[src/rtl/ce_rs_gen_mu.sv]
`timescale 1ns/1ps
`default_nettype none
// ============================================================================
// Module  : ce_rs_gen_mu
// Brief   : Multi-UE ZC reference-signal sample generator. It produces ROM
//           addresses with a cyclic shift, realigns the ROM data with the
//           framing tags and can output the saturated conjugate.
// Revision: 1.0  initial release
// ============================================================================
module ce_rs_gen_mu #(
    parameter int wDataOut = 18,
    parameter int wLen     = 12,
    parameter int MAX_LEN  = 2048,
    parameter int NUM_UE   = 2,
    parameter int ROM_LAT  = 1,
    parameter int wAddr    = $clog2(NUM_UE * MAX_LEN),
    parameter int wUe      = (NUM_UE > 1) ? $clog2(NUM_UE) : 1
) (
    input  logic                clk,
    input  logic                rst_n_sync,
    input  logic                sink_valid,
    input  logic                sink_sop,
    input  logic [wLen-1:0]     fftpts_in,
    input  logic [wUe-1:0]      ue_sel,
    input  logic [wLen-1:0]     cyc_shift,
    input  logic                conj_en,
    output logic [wAddr-1:0]    rom_addr,
    input  logic [wDataOut-1:0] rom_real_in,
    input  logic [wDataOut-1:0] rom_imag_in,
    output logic                source_valid,
    output logic                source_sop,
    output logic                source_eop,
    output logic [wDataOut-1:0] source_real,
    output logic [wDataOut-1:0] source_imag,
    output logic                err
);

    localparam logic [0:0]          ST_IDLE   = 1'b0;
    localparam logic [0:0]          ST_RUN    = 1'b1;
    localparam logic [wLen:0]       C_MAX_LEN = (wLen+1)'(MAX_LEN);
    localparam logic [wAddr-1:0]    C_SLOT    = wAddr'(MAX_LEN);
    localparam logic [wLen-1:0]     C_ONE     = wLen'(1);
    localparam logic [wDataOut-1:0] C_NEG_MIN = {1'b1, {(wDataOut-1){1'b0}}};
    localparam logic [wDataOut-1:0] C_POS_MAX = {1'b0, {(wDataOut-1){1'b1}}};

    // ------------------------------------------------------------------
    // Symbol context
    // ------------------------------------------------------------------
    logic [0:0]      state_q, state_d;
    logic [wLen-1:0] len_q,   len_d;
    logic [wLen-1:0] idx_q,   idx_d;
    logic [wLen-1:0] n_q,     n_d;
    logic [wUe-1:0]  ue_q,    ue_d;
    logic            conj_q,  conj_d;
    logic            err_q,   err_d;
    logic [wAddr-1:0] rom_addr_q, rom_addr_d;

    // Current request decoded from the handshake
    logic            w_req_vld;
    logic            w_req_sop;
    logic            w_req_eop;
    logic            w_req_conj;
    logic [wLen-1:0] w_req_idx;
    logic [wUe-1:0]  w_req_ue;

    logic            w_len_ok;
    logic            w_cs_bad;
    logic [wLen-1:0] w_cs_eff;

    function automatic logic [wLen-1:0] next_idx(input logic [wLen-1:0] i,
                                                 input logic [wLen-1:0] l);
        return (i == l - C_ONE) ? '0 : i + C_ONE;
    endfunction

    always_comb begin
        w_len_ok = (fftpts_in != '0) && ({1'b0, fftpts_in} <= C_MAX_LEN);
        w_cs_bad = (cyc_shift >= fftpts_in);
        w_cs_eff = w_cs_bad ? '0 : cyc_shift;
    end

    always_comb begin
        state_d    = state_q;
        len_d      = len_q;
        idx_d      = idx_q;
        n_d        = n_q;
        ue_d       = ue_q;
        conj_d     = conj_q;
        err_d      = 1'b0;
        w_req_vld  = 1'b0;
        w_req_sop  = 1'b0;
        w_req_eop  = 1'b0;
        w_req_idx  = idx_q;
        w_req_ue   = ue_q;
        w_req_conj = conj_q;

        if (sink_valid && sink_sop) begin
            // A sop always restarts; anything in progress is abandoned here.
            if (state_q == ST_RUN) begin
                err_d = 1'b1;
            end
            if (!w_len_ok) begin
                err_d   = 1'b1;
                state_d = ST_IDLE;
            end else begin
                if (w_cs_bad) begin
                    err_d = 1'b1;
                end
                w_req_vld  = 1'b1;
                w_req_sop  = 1'b1;
                w_req_eop  = (fftpts_in == C_ONE);
                w_req_idx  = w_cs_eff;
                w_req_ue   = ue_sel;
                w_req_conj = conj_en;
                len_d      = fftpts_in;
                ue_d       = ue_sel;
                conj_d     = conj_en;
                idx_d      = next_idx(w_cs_eff, fftpts_in);
                n_d        = (fftpts_in == C_ONE) ? '0 : C_ONE;
                state_d    = (fftpts_in == C_ONE) ? ST_IDLE : ST_RUN;
            end
        end else if (sink_valid) begin
            if (state_q == ST_RUN) begin
                w_req_vld = 1'b1;
                w_req_eop = (n_q == len_q - C_ONE);
                idx_d     = next_idx(idx_q, len_q);
                n_d       = w_req_eop ? '0 : n_q + C_ONE;
                if (w_req_eop) begin
                    state_d = ST_IDLE;
                end
            end else begin
                err_d = 1'b1;
            end
        end
    end

    always_comb begin
        rom_addr_d = rom_addr_q;
        if (w_req_vld) begin
            rom_addr_d = (wAddr'(w_req_ue) * C_SLOT) + wAddr'(w_req_idx);
        end
    end

    // ------------------------------------------------------------------
    // Tag pipeline: stage 0 is aligned with rom_addr, stage ROM_LAT with
    // the ROM data returned for that address.
    // ------------------------------------------------------------------
    logic [ROM_LAT:0] vld_pipe_q,  vld_pipe_d;
    logic [ROM_LAT:0] sop_pipe_q,  sop_pipe_d;
    logic [ROM_LAT:0] eop_pipe_q,  eop_pipe_d;
    logic [ROM_LAT:0] conj_pipe_q, conj_pipe_d;

    always_comb begin
        vld_pipe_d  = {vld_pipe_q[ROM_LAT-1:0],  w_req_vld};
        sop_pipe_d  = {sop_pipe_q[ROM_LAT-1:0],  w_req_vld & w_req_sop};
        eop_pipe_d  = {eop_pipe_q[ROM_LAT-1:0],  w_req_vld & w_req_eop};
        conj_pipe_d = {conj_pipe_q[ROM_LAT-1:0], w_req_conj};
    end

    // ------------------------------------------------------------------
    // Output register
    // ------------------------------------------------------------------
    logic                src_valid_q, src_valid_d;
    logic                src_sop_q,   src_sop_d;
    logic                src_eop_q,   src_eop_d;
    logic [wDataOut-1:0] src_real_q,  src_real_d;
    logic [wDataOut-1:0] src_imag_q,  src_imag_d;
    logic [wDataOut-1:0] w_imag_neg;

    always_comb begin
        // Negating the most-negative code would wrap, so clamp it.
        w_imag_neg = (rom_imag_in == C_NEG_MIN) ? C_POS_MAX
                                                : (~rom_imag_in) + wDataOut'(1);
        src_valid_d = vld_pipe_q[ROM_LAT];
        src_sop_d   = vld_pipe_q[ROM_LAT] & sop_pipe_q[ROM_LAT];
        src_eop_d   = vld_pipe_q[ROM_LAT] & eop_pipe_q[ROM_LAT];
        src_real_d  = src_real_q;
        src_imag_d  = src_imag_q;
        if (vld_pipe_q[ROM_LAT]) begin
            src_real_d = rom_real_in;
            src_imag_d = conj_pipe_q[ROM_LAT] ? w_imag_neg : rom_imag_in;
        end
    end

    always_ff @(posedge clk or negedge rst_n_sync) begin
        if (!rst_n_sync) begin
            state_q     <= ST_IDLE;
            len_q       <= '0;
            idx_q       <= '0;
            n_q         <= '0;
            ue_q        <= '0;
            conj_q      <= 1'b0;
            err_q       <= 1'b0;
            rom_addr_q  <= '0;
            vld_pipe_q  <= '0;
            sop_pipe_q  <= '0;
            eop_pipe_q  <= '0;
            conj_pipe_q <= '0;
            src_valid_q <= 1'b0;
            src_sop_q   <= 1'b0;
            src_eop_q   <= 1'b0;
            src_real_q  <= '0;
            src_imag_q  <= '0;
        end else begin
            state_q     <= state_d;
            len_q       <= len_d;
            idx_q       <= idx_d;
            n_q         <= n_d;
            ue_q        <= ue_d;
            conj_q      <= conj_d;
            err_q       <= err_d;
            rom_addr_q  <= rom_addr_d;
            vld_pipe_q  <= vld_pipe_d;
            sop_pipe_q  <= sop_pipe_d;
            eop_pipe_q  <= eop_pipe_d;
            conj_pipe_q <= conj_pipe_d;
            src_valid_q <= src_valid_d;
            src_sop_q   <= src_sop_d;
            src_eop_q   <= src_eop_d;
            src_real_q  <= src_real_d;
            src_imag_q  <= src_imag_d;
        end
    end

    assign rom_addr     = rom_addr_q;
    assign err          = err_q;
    assign source_valid = src_valid_q;
    assign source_sop   = src_sop_q;
    assign source_eop   = src_eop_q;
    assign source_real  = src_real_q;
    assign source_imag  = src_imag_q;

endmodule
`default_nettype wire

[config.mk]
export PLATFORM = sky130hd
export DESIGN_NAME = ce_rs_gen_mu
export DESIGN_NICKNAME = d
export VERILOG_FILES = /design/src/rtl/ce_rs_gen_mu.sv
export SDC_FILE = /design/constraint.sdc
export NUM_CORES = 1
export LEC_CHECK = 0
export ABC_AREA = 1
export CORE_MARGIN = 3
export CORE_UTILIZATION = 54
export DETAILED_ROUTE_END_ITERATION = 16
export GPL_TIMING_DRIVEN = 0
export PLACE_DENSITY_LB_ADDON = 0.12
export SLEW_MARGIN = 20
export SYNTH_ARGS = -nofsm -noshare
export SYNTH_HDL_FRONTEND = slang
export SYNTH_SLANG_ARGS = --single-unit
[constraint.sdc]
create_clock -name clk -period 2.9 [get_ports clk]
set_input_delay 0.29 -clock clk [delete_from_list [all_inputs] [get_ports clk]]
set_output_delay 0.29 -clock clk [all_outputs]
set_load 0.01 [all_outputs]
## After elaboration in Yosys (flattened, before gate mapping)

Cells that the tools add are included.

- Output and inout bits: 52
- Register bits after elaboration: 99
- Logic and storage cells: 85
- Input bits: 66

- Add/sub/neg operators: 7
- Equality and inequality tests: 6
- Bitwise operators: 5
- Reduce and logical (&&, ||, !) cells: 7
- Order comparisons: 2
- Muxes and demuxes: 41

Operators with widths:

| cell | count |
|---|---|
| 12-bit two-way mux | 14 |
| 12-bit by 1-bit adder with 12-bit output (second input constant) | 3 |
| 12-bit == test | 3 |
| 18-bit two-way mux | 2 |
| 1-bit two-way mux | 25 |
| 12-bit by 1-bit subtractor with 12-bit output (second input constant) | 2 |
| 18-bit by 1-bit adder with 18-bit output (second input constant) | 1 |
| 18-bit == test (second input constant) | 1 |
| 18-bit inverter | 1 |
| 12-bit adder | 1 |
| 12-bit by 1-bit == test with 1-bit output (second input constant) | 1 |
| 12-bit >= comparator | 1 |
| 12-bit <= comparator (second input constant) | 1 |
| 12-bit nonzero test | 1 |
| 1-bit bitwise AND | 4 |
| 2-bit nonzero test | 2 |
| 3-bit AND reduction | 1 |
| 1-bit logical AND | 2 |
| 2-bit != test (second input constant) | 1 |
| 2-bit AND reduction | 1 |

## Longest topological paths before layout

- Word-level depth: 6
- Gate-level depth with buffers: 20
- Depth with buffers taken out: 19

## Least setup slack after synthesis

Ideal clock, no wire load.

- Path type: input-to-reg
- Start point: input port fftpts_in[11]
- End point: register idx_q[8]
- Stages on the path: 18
- Data required time: 2.780 ns
- Path buffers: 1
- Arrival: 2.275 ns
- Path slack: 0.505 ns
- Path through: inv_1 ha_1 nand2_2 inv_2 nand2_1 nand2_2 a21oi_4 buf_6 nand3_2 inv_1 ha_1 inv_1 nor3_2 nand3b_1 nand2_1 clkinv_1 nand3_1 a21oi_2

- Word-level cells in the longest chain between the ends: 6

RTL lines:

| item | RTL line | text |
|---|---|---|
| start: declaration | 23 | `input logic [wLen-1:0] fftpts_in,` |
| 12-bit >= comparator | 77 | `w_cs_bad = (cyc_shift >= fftpts_in);` |
| 12-bit two-way mux | 78 | `w_cs_eff = w_cs_bad ? '0 : cyc_shift;` |
| 12-bit by 1-bit adder with 12-bit output / 12-bit == test (equally long branches) | 72 | `return (i == l - C_ONE) ? '0 : i + C_ONE;` |
| 12-bit two-way mux | 72 |  |
| 12-bit two-way mux | 101 | `if (!w_len_ok) begin` |
| 12-bit two-way mux | 96 | `if (sink_valid && sink_sop) begin` |
| end signal: assignment | 206 | `idx_q <= idx_d;` |
| end: declaration | 51 | `logic [wLen-1:0] idx_q, idx_d;` |

Several ways; a longest one is shown, not always the timed one. The select of a mux whose other input is x is not followed.
A chain may end at the register's enable or synchronous reset.

## Worst setup path in the final report

- Start point: input port cyc_shift[10]
- End point: register idx_q[4]

- Word-level cells in the longest chain between the ends: 6

RTL lines:

| item | RTL line | text |
|---|---|---|
| start: declaration | 25 | `input logic [wLen-1:0] cyc_shift,` |
| 12-bit >= comparator | 77 |  |
| 12-bit two-way mux * | 78 |  |
| 12-bit by 1-bit adder with 12-bit output / 12-bit == test (equally long branches) | 72 |  |
| 12-bit two-way mux * | 72 |  |
| 12-bit two-way mux * | 101 |  |
| 12-bit two-way mux * | 96 |  |

Every way passes the cells marked *; elsewhere a longest branch is shown, timed or not. The select of a mux whose other input is x is not followed.

==> results.yml <==
outcome:
  outcome: "finished clean"
cts:
  clk_pin_slew_ps: 80
  cts_max_level: 3
  cts_buffers: 9
  clkLatencyLatePin_ps: 360
  cts_root_buffer: "clkbuf_16"
  clock_path_buffers: 2
  cts_tree: "yes"
  cts_sinks: 98
floorplan:
  fp.dieW_um: 119
  ios: 118
  core_area_um2: 12300
  initial_core_util_pct: 56.4
  row_count: 40
  die-area_um2: 14300
  die_y_um: 119
final_layout:
  area_growth_syn_to_layout_pct: 27.3
  drive_gt1_share_pct: 14.1
  n_antenna_cell: 0
  final_nets: 1183
  num-fill-cells: 1062
  final_cell_area_um2: 8830
setup_path:
  arrival_ps: 3040
  reg2reg_from: "len_q[0]"
  rr_endpoint: "n_q[5]"
  ff2ff_setup_slack_ps: 500
  startpoint_type: "input pin"
  crit_path_max_fanout: 8
  worst-setup-path-type: "input pin to flop"
  cp.required_ps: 3190
  cp-end-kind: "flop"
  rr_worst_depth: 11
synth:
  synth_nets: 1045
  yosysWarnings: 0
  syn_area_um2: 6940
  async_reset_ff_share_pct: 100
  syn_avg_cell_area_um2: 7.23
  synth_edf_count: 0
  ys_types: 48
  ys_seq_area_share_pct: 35.3
  ys_ff_latch: 98
  ys.flop_type: "dfrtp_1"
  syn_inst: 960
timing:
  period_share_pct: 94.6
  hold_viol: 0
  fin_skew_ps: 6.29
  max_freq_ghz: 0.365
  slew_headroom_pct: 43.0
  fin_ws_ps: 157
  period_needed_ps: 2740
  setup_viol: 0
  worst-slew-pin-transition_ps: 851
  whs_ps: 322
  slew_viol_final: 0
  setup_tns_ps: 0
pwr:
  intPower_mw: 3.41
  p_switching_mw: 2.10
  p_seq_share_pct: 36.0
  peakVddDrop_uv: 445
  cellPowerDensity_nw_per_um2: 623
  comb_power_share_pct: 40.7
  p_clk_share_pct: 23.3
  p_leak_nw: 4.43
  swShare_pct: 38.2
placement:
  gp_congestion: 0.961
  pre_cts_ws_ps: -533
  place_hpwl_um: 14800
  place_area_um2: 8350
  port_buffers: 117
detailed_routing:
  drc: 0
  wirelength_um: 19400
  firstDrtPassIters: 5
  via_count: 6805
  ant_nets: 0
  via_per_inst: 5.35
  wl_per_cell_um: 15.3
  drt-initial-drc-count: 399
worst_hold_path:
  holdPathEnd: "len_q[5]"
  hold_path.startpoint: "fftpts_in[5]"
  min_path_type: "input pin to flop"
  whs_path_depth: 3
grt:
  grtUsageTotal_pct: 27.3
  antenna_found_initial: 0
  grt_pass1_vias: 6483
  grt-ovfl-total: 0
  grt_pass1_wl_um: 31400
  grt_max_degree: 59
job:
  drv_cap: 0
worst max-delay path: stages:
cell and delay (ps):
clkdlybuf4s50_1 600, ha_1 290, nand2_2 100, inv_2 30
nand2_1 70, nand2_2 70, a21oi_4 170, buf_6 150
nand3_4 80, inv_1 80, ha_2 180, inv_1 80
nor3_4 330, nor2_1 70, a21oi_1 130, nand3_1 160
a21oi_2 160
synthesized netlist by cell type, types with 2 or more instances:
cell,n,area (um^2)
o21ai_1,5,25.0
ha_1,19,238
dfrtp_1,98,2450
a31oi_1,3,18.8
nand2_2,14,87.6
o21ai_0,35,175
a21oi_2,16,140
inv_2,27,101
clkinv_1,4,15.0
nor2_4,6,67.6
clkbuf_1,13,48.8
nand3b_1,5,37.5
buf_4,3,22.5
xnor2_1,7,61.3
a21oi_1,29,145
buf_1,2,7.51
o21ai_2,2,17.5
o22ai_1,2,12.5
buf_2,5,25.0
xor2_1,41,359
inv_1,102,383
o211ai_1,5,37.5
nand2_1,273,1020
nand4_1,25,156
nor3_1,6,30.0
o22ai_2,2,25.0
nor2_2,9,56.3
nor2_1,94,353
o31ai_1,4,30.0
nand3_2,21,210
nand3_1,59,295
nor3_2,4,40.0
buf_6,5,56.3
cell type report:
type                    count  area [um^2]  area share (%)
plain buffers              28          164            1.86
clock buffers               9          225            2.55
well taps                 168          210            2.38
repair buffers            127         1300            14.7
flip-flops and latches     98         2450            27.8
clock inverters             7         95.1            1.08
inverters                 134          504            5.71
multi-input cells         700         3880            43.9
cell usage in the layout, fill, tap and decap left out, types with 5 or more instances in the layout:
cell and n:
o211ai_1 5, nand3_2 19, clkdlybuf4s50_1 103, a21oi_2 17
clkbuf_1 13, nor2_2 9, nor2_1 94, inv_2 30
nand3b_1 5, nand2_1 272, xnor2_1 7, clkbuf_16 9
ha_1 16, o21ai_0 35, a21oi_1 28, dlymetal6s2s_1 13
buf_4 11, nand2_2 15, buf_2 5, buf_6 5
dfrtp_1 98, xor2_1 41, nor3_1 6, nand3_1 59
nor2_4 6, o21ai_1 5, inv_1 99, nand4_1 25
repair_timing:
action	CTS	global route
hold buffers	1	0
hold endpoints to repair	40	0
setup endpoints to repair	4	10
resized for setup	1	24
cloned	0	0
pin swaps	1	4
setup buffers	1	7
worst max path at each step:
stage	start	end	slack (ps)	depth (start not counted)
5_1_grt	cyc_shift[10]	idx_q[8]	-10	19
4_1_cts	fftpts_in[11]	idx_q[4]	30	18
3_3_place_gp	rst_n_sync	idx_q[2]	-2140	1
3_5_place_dp	fftpts_in[11]	idx_q[4]	-530	18
2_1_floorplan	fftpts_in[11]	idx_q[8]	510	18
6_report	cyc_shift[10]	idx_q[4]	160	17
cells by family after synthesis:
kind of cell,after synthesis,share of synthesized area (%)
simple gates,522,34.9
buf+inv,162,9.57
compound gates,107,9.61
flops,98,35.3
xor+xnor,52,7.19
fa+ha+maj,19,3.42
stage by stage:
step / utilization, % / total power [mW] / std cells
2_1_floorplan: - / 3.35 / 960
6_report: 71.7 / 5.51 / 1271
3_3_place_gp: 67.6 / 4.16 / 1245
4_1_cts: 70.6 / 5.50 / 1264
3_5_place_dp: 67.8 / 4.20 / 1246
5_1_grt: 71.7 / 5.87 / 1271
power by group through the flow:
stage	combinational [mW]	clock (mW)	sequential, mW
final	2.24	1.28	1.98
after global routing	2.49	1.35	2.03
after CTS	2.23	1.30	1.98
after detailed placement	2.20	0	2.00
after global placement	2.17	0	1.99
after floorplan	1.33	0	2.02
routing by layer:
metal  vias to the layer above  global-route usage [%]  wire, um
met5                         -                       0         0
met2                       254                    44.9      9110
met3                        59                    4.13      1300
met1                      3158                    35.3      8210
met4                         0                    13.0       785
li1                       3334                       -         -
state kept, by name (all words and copies together), names as in the netlist:
signal,cells
source_eop,1
vld_pipe_q,2
rom_addr,12
ue_q,1
sop_pipe_q,2
conj_pipe_q,2
idx_q,12
err,1
eop_pipe_q,2
len_q,12
source_valid,1
source_sop,1
source_real,18
n_q,12
state_q,1
source_imag,18
(Power assumes the default switching activity.)
